--- src/rtl/noc_pkg.sv ---
// Shared definitions for the mesh-router input-port blocks.
//   FLIT_W_DEFAULT : default flit width in bits
//   vc_idx_w()     : width of a VC index (clog2 with a minimum of 1)
//   cnt_w()        : width of an occupancy count able to hold 0..DEPTH
package noc_pkg;

    localparam int FLIT_W_DEFAULT = 8;

    function automatic int vc_idx_w(input int num_vc);
        return (num_vc <= 1) ? 1 : $clog2(num_vc);
    endfunction

    function automatic int cnt_w(input int depth);
        return $clog2(depth) + 1;
    endfunction

endpackage

--- src/rtl/vc_fifo_bank.sv ---
// One virtual channel's circular buffer.
//   clk, rst : clock, asynchronous active-high reset (pointers/count only)
//   push     : store din at the write pointer (caller guarantees room)
//   pop      : advance the read pointer (caller guarantees data)
//   din      : flit to store
//   dout     : flit at the read pointer, combinational
//   full     : count == DEPTH
//   empty    : count == 0
//   count    : occupancy 0..DEPTH
module vc_fifo_bank
    import noc_pkg::*;
#(
    parameter int DATA_W = FLIT_W_DEFAULT,
    parameter int DEPTH  = 8,
    localparam int AW    = $clog2(DEPTH),
    localparam int CW    = cnt_w(DEPTH)
) (
    input  logic              clk,
    input  logic              rst,
    input  logic              push,
    input  logic              pop,
    input  logic [DATA_W-1:0] din,
    output logic [DATA_W-1:0] dout,
    output logic              full,
    output logic              empty,
    output logic [CW-1:0]     count
);

    logic [DATA_W-1:0] mem [DEPTH];
    logic [AW-1:0]     wptr;
    logic [AW-1:0]     rptr;

    // Storage carries no reset; only the pointers define what is valid.
    always_ff @(posedge clk) begin
        if (push) begin
            mem[wptr] <= din;
        end
    end

    // Pointers wrap naturally at AW bits because DEPTH is a power of two.
    always_ff @(posedge clk or posedge rst) begin
        if (rst) begin
            wptr  <= '0;
            rptr  <= '0;
            count <= '0;
        end else begin
            if (push) wptr <= wptr + 1'b1;
            if (pop)  rptr <= rptr + 1'b1;
            case ({push, pop})
                2'b10:   count <= count + 1'b1;
                2'b01:   count <= count - 1'b1;
                default: count <= count;
            endcase
        end
    end

    assign dout  = mem[rptr];
    assign full  = (count == CW'(DEPTH));
    assign empty = (count == '0);

endmodule

--- src/rtl/router_vc_fifo.sv ---
// Router input-port buffer: NUM_VC independent DEPTH-entry FIFOs with a
// registered read port and one credit returned per accepted read.
//   clk, rst       : clock, asynchronous active-high reset
//   wr_en/wr_vc/wr_data : write request, target VC, flit
//   rd_en/rd_vc    : read request, source VC
//   rd_data        : registered read flit (holds when no read accepted)
//   rd_valid       : rd_data was updated by the last edge
//   credit_valid/credit_vc : one credit returned upstream for that VC
//   full, empty    : per-VC status flags
//   count          : per-VC occupancy, VC0 in the LSBs
//   err_overflow   : sticky, a write was dropped
//   err_underflow  : sticky, a read was rejected
module router_vc_fifo
    import noc_pkg::*;
#(
    parameter int DATA_W = FLIT_W_DEFAULT,
    parameter int DEPTH  = 8,
    parameter int NUM_VC = 2,
    localparam int VW    = vc_idx_w(NUM_VC),
    localparam int CW    = cnt_w(DEPTH)
) (
    input  logic                 clk,
    input  logic                 rst,
    input  logic                 wr_en,
    input  logic [VW-1:0]        wr_vc,
    input  logic [DATA_W-1:0]    wr_data,
    input  logic                 rd_en,
    input  logic [VW-1:0]        rd_vc,
    output logic [DATA_W-1:0]    rd_data,
    output logic                 rd_valid,
    output logic                 credit_valid,
    output logic [VW-1:0]        credit_vc,
    output logic [NUM_VC-1:0]    full,
    output logic [NUM_VC-1:0]    empty,
    output logic [NUM_VC*CW-1:0] count,
    output logic                 err_overflow,
    output logic                 err_underflow
);

    logic [DATA_W-1:0] dout_v [NUM_VC];
    logic [NUM_VC-1:0] push_v;
    logic [NUM_VC-1:0] pop_v;

    logic              wr_vc_ok_p0;
    logic              rd_vc_ok_p0;
    logic              rd_empty_sel_p0;
    logic              wr_full_sel_p0;
    logic [DATA_W-1:0] rd_dout_sel_p0;
    logic              rd_acc_p0;
    logic              wr_acc_p0;

    // Stage p0: request decode and acceptance
    assign wr_vc_ok_p0 = ({1'b0, wr_vc} < (VW+1)'(NUM_VC));
    assign rd_vc_ok_p0 = ({1'b0, rd_vc} < (VW+1)'(NUM_VC));

    // Out-of-range VCs select nothing and look empty/full, which rejects them.
    always_comb begin
        rd_empty_sel_p0 = 1'b1;
        wr_full_sel_p0  = 1'b1;
        rd_dout_sel_p0  = '0;
        for (int v = 0; v < NUM_VC; v++) begin
            if (rd_vc == VW'(v)) begin
                rd_empty_sel_p0 = empty[v];
                rd_dout_sel_p0  = dout_v[v];
            end
            if (wr_vc == VW'(v)) begin
                wr_full_sel_p0 = full[v];
            end
        end
    end

    assign rd_acc_p0 = rd_en && rd_vc_ok_p0 && !rd_empty_sel_p0;

    // A full VC still takes a write when the same edge frees a slot in it.
    assign wr_acc_p0 = wr_en && wr_vc_ok_p0 &&
                       (!wr_full_sel_p0 || (rd_acc_p0 && (rd_vc == wr_vc)));

    always_comb begin
        push_v = '0;
        pop_v  = '0;
        for (int v = 0; v < NUM_VC; v++) begin
            push_v[v] = wr_acc_p0 && (wr_vc == VW'(v));
            pop_v[v]  = rd_acc_p0 && (rd_vc == VW'(v));
        end
    end

    for (genvar g = 0; g < NUM_VC; g++) begin : g_vc
        logic [CW-1:0] cnt;

        vc_fifo_bank #(
            .DATA_W (DATA_W),
            .DEPTH  (DEPTH)
        ) u_bank (
            .clk   (clk),
            .rst   (rst),
            .push  (push_v[g]),
            .pop   (pop_v[g]),
            .din   (wr_data),
            .dout  (dout_v[g]),
            .full  (full[g]),
            .empty (empty[g]),
            .count (cnt)
        );

        assign count[g*CW +: CW] = cnt;
    end

    // Stage p1: registered read port, credit return and sticky errors
    always_ff @(posedge clk or posedge rst) begin
        if (rst) begin
            rd_data       <= '0;
            rd_valid      <= 1'b0;
            credit_valid  <= 1'b0;
            credit_vc     <= '0;
            err_overflow  <= 1'b0;
            err_underflow <= 1'b0;
        end else begin
            rd_valid     <= rd_acc_p0;
            credit_valid <= rd_acc_p0;
            if (rd_acc_p0) begin
                rd_data   <= rd_dout_sel_p0;
                credit_vc <= rd_vc;
            end
            if (wr_en && !wr_acc_p0) err_overflow  <= 1'b1;
            if (rd_en && !rd_acc_p0) err_underflow <= 1'b1;
        end
    end

endmodule
--- config.mk ---
export PLATFORM = sky130hd
export DESIGN_NAME = router_vc_fifo
export DESIGN_NICKNAME = d
export VERILOG_FILES = /design/src/rtl/noc_pkg.sv /design/src/rtl/vc_fifo_bank.sv /design/src/rtl/router_vc_fifo.sv
export SDC_FILE = /design/constraint.sdc
export NUM_CORES = 1
export LEC_CHECK = 0
export CAP_MARGIN = 20
export CORE_MARGIN = 4
export CORE_UTILIZATION = 50
export CTS_BUF_LIST = sky130_fd_sc_hd__clkbuf_16
export DETAILED_ROUTE_END_ITERATION = 6
export PLACE_DENSITY = 0.69
export SLEW_MARGIN = 20
export SYNTH_ARGS = -nofsm -noshare
export SYNTH_HDL_FRONTEND = slang
export SYNTH_SLANG_ARGS = --single-unit
--- constraint.sdc ---
create_clock -name clk -period 4.1 [get_ports clk]
set_clock_uncertainty 0.2 [all_clocks]
set_input_delay 0.41 -clock clk [delete_from_list [all_inputs] [get_ports clk]]
set_output_delay 0.41 -clock clk [all_outputs]
set_load 0.02 [all_outputs]
==> results of run 1 <==
## cells by family (layout without fill, tap and decap cells)
logic type               count (synthesis)  after routing  synth area share
AO/OA/AOI/OAI                           36             36            0.0417
multiplexers                            48             48             0.128
flip-flops                             160            160             0.704
adder cells (fa/ha/maj)                 12             12            0.0250
XOR/XNOR                                14             14            0.0186
buffers and inverters                   37             96            0.0298
AND/OR/NAND/NOR                         71             71            0.0524
## final cells by class
class	count	area, um^2	area share
multi-input cells	181	1750	0.226
well taps	172	215	0.0278
inverters	16	60.1	0.00775
flip-flops and latches	160	4650	0.599
repair buffers	48	455	0.0588
clock inverters	15	194	0.0250
clock buffers	17	425	0.0549
## layer usage
layer / vias to the layer above / part of all wire / global-route usage
met1: 1705 / 0.43 / 0.228
met3: 14 / 0.056 / 0.0525
met5: - / 0 / 0
met4: 0 / 0.014 / 0.0560
li1: 1557 / - / -
met2: 110 / 0.50 / 0.272
## metrics by stage
stage / hold WS [ns] / power [mW] / utilization / worst slack [ns] / std cells
floorplan: 0.280 / 3.35 / - / 1.38 / 378
global placement: 0.248 / 3.78 / 0.558 / 0.982 / 577
detailed placement: 0.260 / 3.83 / 0.558 / 0.897 / 577
CTS: 0.203 / 5.46 / 0.607 / 1.14 / 609
global route: 0.241 / 5.68 / 0.607 / 0.856 / 609
finish: 0.201 / 5.40 / 0.607 / 1.16 / 609
## worst paths after layout
check	start	endpoint	slack, ns	cells past startpoint
max in group asynchronous	rst	g_vc[0].u_bank.count[1]$_DFFE_PP0P_	3.01	3
worst max register to register	g_vc[1].u_bank.count[0]$_DFFE_PP0P_	g_vc[1].u_bank.count[3]$_DFFE_PP0P_	1.16	9
worst min-delay path	rst	err_overflow$_DFFE_PP0P_	0.20	2
min in group clk	err_overflow$_DFFE_PP0P_	err_overflow$_DFFE_PP0P_	0.27	1
worst min register to register	err_overflow$_DFFE_PP0P_	err_overflow$_DFFE_PP0P_	0.27	1
worst max-delay path	g_vc[1].u_bank.count[0]$_DFFE_PP0P_	g_vc[1].u_bank.count[3]$_DFFE_PP0P_	1.16	9
## cell usage in the layout, fill, tap and decap left out, types with 11 or more instances in the layout
cell type        instances
mux2_2                  19
mux4_1                  11
nand2_1                 18
clkdlybuf4s50_1         38
inv_1                   17
edfxtp_1               128
nor2_1                  18
clkbuf_16               17
mux4_2                  13
dfrtp_1                 31
## flip-flops by register name, indices dropped and copies added, names as in the netlist
| signal | flops |
|---|---|
| err_underflow | 1 |
| g_vc.u_bank.wptr | 6 |
| credit_valid | 1 |
| rd_data | 8 |
| credit_vc | 1 |
| g_vc.u_bank.count | 8 |
| g_vc.u_bank.rptr | 6 |
| err_overflow | 1 |
| g_vc.u_bank.mem | 128 |
## cells in the mapped netlist (2+ instances only)
| library cell | instances | area share |
|---|---|---|
| a221o_1 | 8 | 0.012 |
| nor2b_1 | 8 | 0.0076 |
| nand2b_1 | 9 | 0.0085 |
| a21oi_1 | 4 | 0.0030 |
| nor4b_1 | 2 | 0.0027 |
| ha_1 | 10 | 0.019 |
| inv_1 | 16 | 0.0091 |
| nor4_1 | 3 | 0.0028 |
| o22ai_1 | 4 | 0.0038 |
| buf_2 | 6 | 0.0046 |
| edfxtp_1 | 128 | 0.58 |
| nor3_1 | 10 | 0.0076 |
| a2111oi_0 | 8 | 0.011 |
| buf_6 | 2 | 0.0034 |
| xor2_1 | 5 | 0.0066 |
| mux4_1 | 11 | 0.044 |
| fa_1 | 2 | 0.0061 |
| mux4_2 | 13 | 0.044 |
| dfrtp_1 | 32 | 0.12 |
| a21o_1 | 3 | 0.0034 |
| nand2_1 | 18 | 0.010 |
| mux2_2 | 19 | 0.032 |
| mux2i_1 | 5 | 0.0076 |
| o21ai_0 | 4 | 0.0030 |
| xnor2_1 | 9 | 0.012 |
| buf_4 | 5 | 0.0057 |
| clkbuf_1 | 6 | 0.0034 |
| nor2_1 | 18 | 0.010 |
| a211oi_1 | 4 | 0.0046 |
## worst register-to-register path: stages, from the launching register on
cell and delay, ns:
dfrtp_1 0.45, nor4_1 0.45, or2_2 0.36, inv_1 0.14
ha_1 0.27, ha_1 0.29, a21o_1 0.17, a21oi_1 0.16
mux2i_1 0.25, xnor2_1 0.14
## power groups by stage
stage	logic (mW)	clock network (mW)	registers [mW]
2_1_floorplan	1.04	0	2.30
3_3_place_gp	1.37	0	2.41
3_5_place_dp	1.41	0	2.42
4_1_cts	1.41	1.66	2.39
5_1_grt	1.51	1.73	2.44
6_report	1.39	1.63	2.38
==> flow_summary.ini, run 1 <==
[status]
status = completed

[cts]
cts.htree.levels = 4
postCtsResizedCells = 0
path_clk_slew_ns = 0.06
clockBufferDepth = 2
cts_root_buffer = clkbuf_16
post_cts_buffers = 0
ctsHoldBuffers = 0
numCtsBuffers = 17
clkLatencyLatePin_ns = 0.42
tritoncts = yes
numClockSinks = 160

[routing]
first_iter_violations = 224
firstDrtPassIters = 4
viasPerCell = 5.56
remaining_drc_errors = 0
detail-route-antenna-nets = 0
num_vias = 3386
wirelength_mm = 11.9
wl_per_cell_um = 19.5

[worst_setup_path]
required_ns = 4.24
path_max_fanout = 12
crit_type = flop to flop
arrival_ns = 3.08
critPathLaunchType = flop
crit_family = simple AND/OR/NAND/NOR gates
cpMostUsedCell = ha_1
cpPeakStageDelay_ns = 0.45
crit_chain = nor4_1 > or2_2 > inv_1 > ha_1 > ha_1 > a21o_1 > a21oi_1 > mux2i_1 > xnor2_1
cp-end-kind = flop
crit_slowest_cell = dfrtp_1
path_buf_inv = 1

[power]
p_int_mw = 3.80
vdd_drop_max_mv = 0.304
combPwrFrac = 0.257
p_switching_mw = 1.61
pwr-share-clk = 0.301
power_density_mw_per_mm2 = 697
power_switching_share = 0.297
pwr-share-seq = 0.442
p_leak_nw = 2.74

[yosys]
postSynth.asyncResetShare = 0.200
synthDistinctLibCells = 35
syn_avg_cell_area_um2 = 17.4
synthesis.area_mm2 = 0.00660
ys_warn_count = 0
ys_seq_elements = 160
syn-instance-count = 378
syn_nets = 404
ys_seq_area_frac = 0.704
synth_edf_count = 128
ys.flop_type = edfxtp_1

[timing]
setup_tns_ns = 0
finalCritPeriodShare = 0.716
hold_violations = 0
max_freq_mhz = 341
relSlewSlack = 0.333
drv_slew = 0
post-route-min-period_ns = 2.94
rsz0062_at_grt = no
tightest_slew_ns = 1.00
setup_viol = 0

[layout]
final_nets = 450
final_area_mm2 = 0.00775
antenna_cells = 0
drive_gt1_frac = 0.172
fillCellCount = 893
areaGrowthSynthToFinish_pct = 17.5

[grt]
grt.total_usage = 0.171
grt_max_degree = 31
grt_pass1_wl_mm = 18.7
antenna_found_initial = 0
grt_pass1_vias = 3428
grt-ovfl-total = 0

[die]
die_x_um = 123
start_util = 0.516
ios = 39
dieArea_mm2 = 0.0151
fp-row-count = 41
dieHeight_um = 123
fp.coreArea_mm2 = 0.0128

[placed_design]
gp_congestion = 0.751
portBuffers = 38
post_dp_cell_area_mm2 = 0.00713
dp_hpwl_mm = 7.72

[worst_hold_path]
hp-class = input pin to async pin

[job]
drv_cap = 0
(Power assumes the default switching activity.)
==> run 2: changes to the inputs <==
--- a/config.mk
+++ b/config.mk
@@ -10,7 +10,7 @@
 export CORE_UTILIZATION = 50
 export CTS_BUF_LIST = sky130_fd_sc_hd__clkbuf_16
 export DETAILED_ROUTE_END_ITERATION = 6
-export PLACE_DENSITY = 0.69
+export PLACE_DENSITY = 0.71
 export SLEW_MARGIN = 20
 export SYNTH_ARGS = -nofsm -noshare
 export SYNTH_HDL_FRONTEND = slang
==> constraint.sdc (replaced) <==
create_clock -name clk -period 2.5 [get_ports clk]
set_clock_uncertainty 0.2 [all_clocks]
set_input_delay 0.25 -clock clk [delete_from_list [all_inputs] [get_ports clk]]
set_output_delay 0.25 -clock clk [all_outputs]
set_load 0.02 [all_outputs]
==> run 2 against run 1 <==
  * Sequential share of layout area decreased by 2.3 points
  * Sequential cell count unchanged
  * First-iteration DRC count increased by 9.4%
  * Routed wire length increased by 2.7%
  * Register-to-register slack got worse by 1.1 ns
  * Non-clock buffer count increased by 34
  * Die area unchanged
  * Design area increased by 4.1%
  * Worst hold slack got worse by 0.17 ns
  * Clock-buffer cell count unchanged
  * Critical path type unchanged
  * Critical endpoint unchanged
==> flow_summary.ini, run 2 (synthesis gave the netlist of run 1 again) <==
[cts]
numClockSinks = 160
numCtsBuffers = 17
path_clk_slew_ns = 0.06
cts.htree.levels = 4
clockBufferDepth = 2
cts_root_buffer = clkbuf_16
clkLatencyLatePin_ns = 0.43
tritoncts = yes

[placed_design]
dp_hpwl_mm = 7.96
post_dp_cell_area_mm2 = 0.00741
gp_congestion = 0.779
dpl.cell_count = 606
portBuffers = 38

[status]
status = completed

[routing]
wl_per_cell_um = 19.0
wl_met1_mm = 5.30
top_layer = met4
remaining_drc_errors = 0
wl_met2_mm = 5.99
firstDrtPassIters = 4
detail-route-antenna-nets = 0
viasPerCell = 5.45
first_iter_violations = 245
num_vias = 3500
route.met3.wl_um = 717
wirelength_mm = 12.2

[power]
power_density_mw_per_mm2 = 1120
vdd_drop_max_mv = 0.626
p_leak_nw = 2.95

[timing]
tightest_slew_ns = 0.771
post-route-min-period_ns = 2.46
holdWs_ns = 0.0349
drv_slew = 0
hold_violations = 0
relSlewSlack = 0.486
setup_tns_ns = 0
finalCritPeriodShare = 0.986
max_freq_mhz = 406
rsz0062_at_grt = yes
setup_viol = 0

[die]
dieArea_mm2 = 0.0151
start_util = 0.516
die_x_um = 123
dieHeight_um = 123
fp-row-count = 41
ios = 39
fp.coreArea_mm2 = 0.0128

[grt]
grt_pass1_vias = 3546
grt_pass1_wl_mm = 19.2
grt.total_usage = 0.176
antenna_found_initial = 0
grt-ovfl-total = 0
grt_max_degree = 35

[layout]
antenna_cells = 0
fillCellCount = 876
layout_top_registers = g_vc.u_bank.mem (128), g_vc.u_bank.count (8), rd_data (8)
largest_reg_flops = 128
final_common_cell = edfxtp_1
fin_cells = 642
seqCellArea_mm2 = 0.00465
final_cell_mix = 128 x edfxtp_1, 42 x buf_4, 36 x clkdlybuf4s50_1, 26 x dfrtp_1, 19 x mux2_2
areaGrowthSynthToFinish_pct = 22.3
multi_input_comb_area_mm2 = 0.00183
final_nets = 484
drive_gt1_frac = 0.260
regMostFlops = g_vc.u_bank.mem
final_core_util = 0.632
final_area_mm2 = 0.00807

[worst_setup_path]
path_max_fanout = 4
arrival_ns = 2.60
crit_type = flop to flop
critPathLaunchType = flop
cp-end-kind = flop
required_ns = 2.64

[worst_hold_path]
hp-class = input pin to async pin

[job]
drv_cap = 0
run 2: cell types whose count changed in the layout (fill, tap and decap cells not counted), moves of 4 or more:
| cell | before | now |
|---|---|---|
| dfrtp_2 | 1 | 6 |
| a21oi_1 | 4 | 0 |
| a21oi_2 | 0 | 4 |
| buf_4 | 10 | 42 |
| dfrtp_1 | 31 | 26 |
run 2: metal layers:
metal	GRT usage	up-vias
li1	-	1630
met1	0.237	1746
met2	0.278	108
met3	0.0433	16
met4	0.0686	0
met5	0	-
run 2: repair_timing:
action                                  CTS  global route
endpoints found under the setup margin    2             4
buffers inserted                          0             5
pin swaps                                 0             7
hold buffers                              0             0
gates resized for setup                   2            12
run 2: worst paths after layout:
path                                                           from                                  end  slack (ns)  cells past startpoint
worst max-delay path            g_vc[1].u_bank.count[2]$_DFFE_PP0P_  g_vc[1].u_bank.count[3]$_DFFE_PP0P_        0.04                      9
worst min-delay path                                            rst               rd_data[2]$_DFFE_PP0N_        0.03                      3
worst max register to register  g_vc[1].u_bank.count[2]$_DFFE_PP0P_  g_vc[1].u_bank.count[3]$_DFFE_PP0P_        0.04                      9
worst min register to register             err_overflow$_DFFE_PP0P_             err_overflow$_DFFE_PP0P_        0.27                      1
max in group asynchronous                                       rst  g_vc[0].u_bank.count[0]$_DFFE_PP0P_        1.73                      3
min in group clk                           err_overflow$_DFFE_PP0P_             err_overflow$_DFFE_PP0P_        0.27                      1
run 2: per-stage QoR:
step	power (mW)	setup WS, ns
5_1_grt	9.51	-0.112
3_5_place_dp	6.52	-0.174
6_report	9.02	0.0351
2_1_floorplan	5.54	-0.0939
4_1_cts	9.02	0.00386
3_3_place_gp	6.42	-0.0839
run 2: final cells by class:
type	instances	area share
clock buffers	17	0.0527
clock inverters	14	0.0175
inverters	16	0.00744
multi-input cells	181	0.227
flip-flops and latches	160	0.577
well taps	172	0.0267
repair buffers	82	0.0918
run 2: where the power goes:
group	switching, mW	total (mW)	internal [mW]	leakage, nW
clock	0.997	2.46	1.46	0.279
sequential	0.475	3.79	3.31	1.53
combinational	1.27	2.78	1.51	1.15
total	2.74	9.02	6.28	2.95
run 2: worst max-delay path: stages (launching register included):
cell     delay [ns]
dfrtp_2        0.46
nor4_4         0.33
or2_4          0.17
inv_1          0.05
ha_2           0.19
ha_1           0.26
a21o_1         0.19
a21oi_2        0.15
mux2i_1        0.24
xnor2_1        0.14
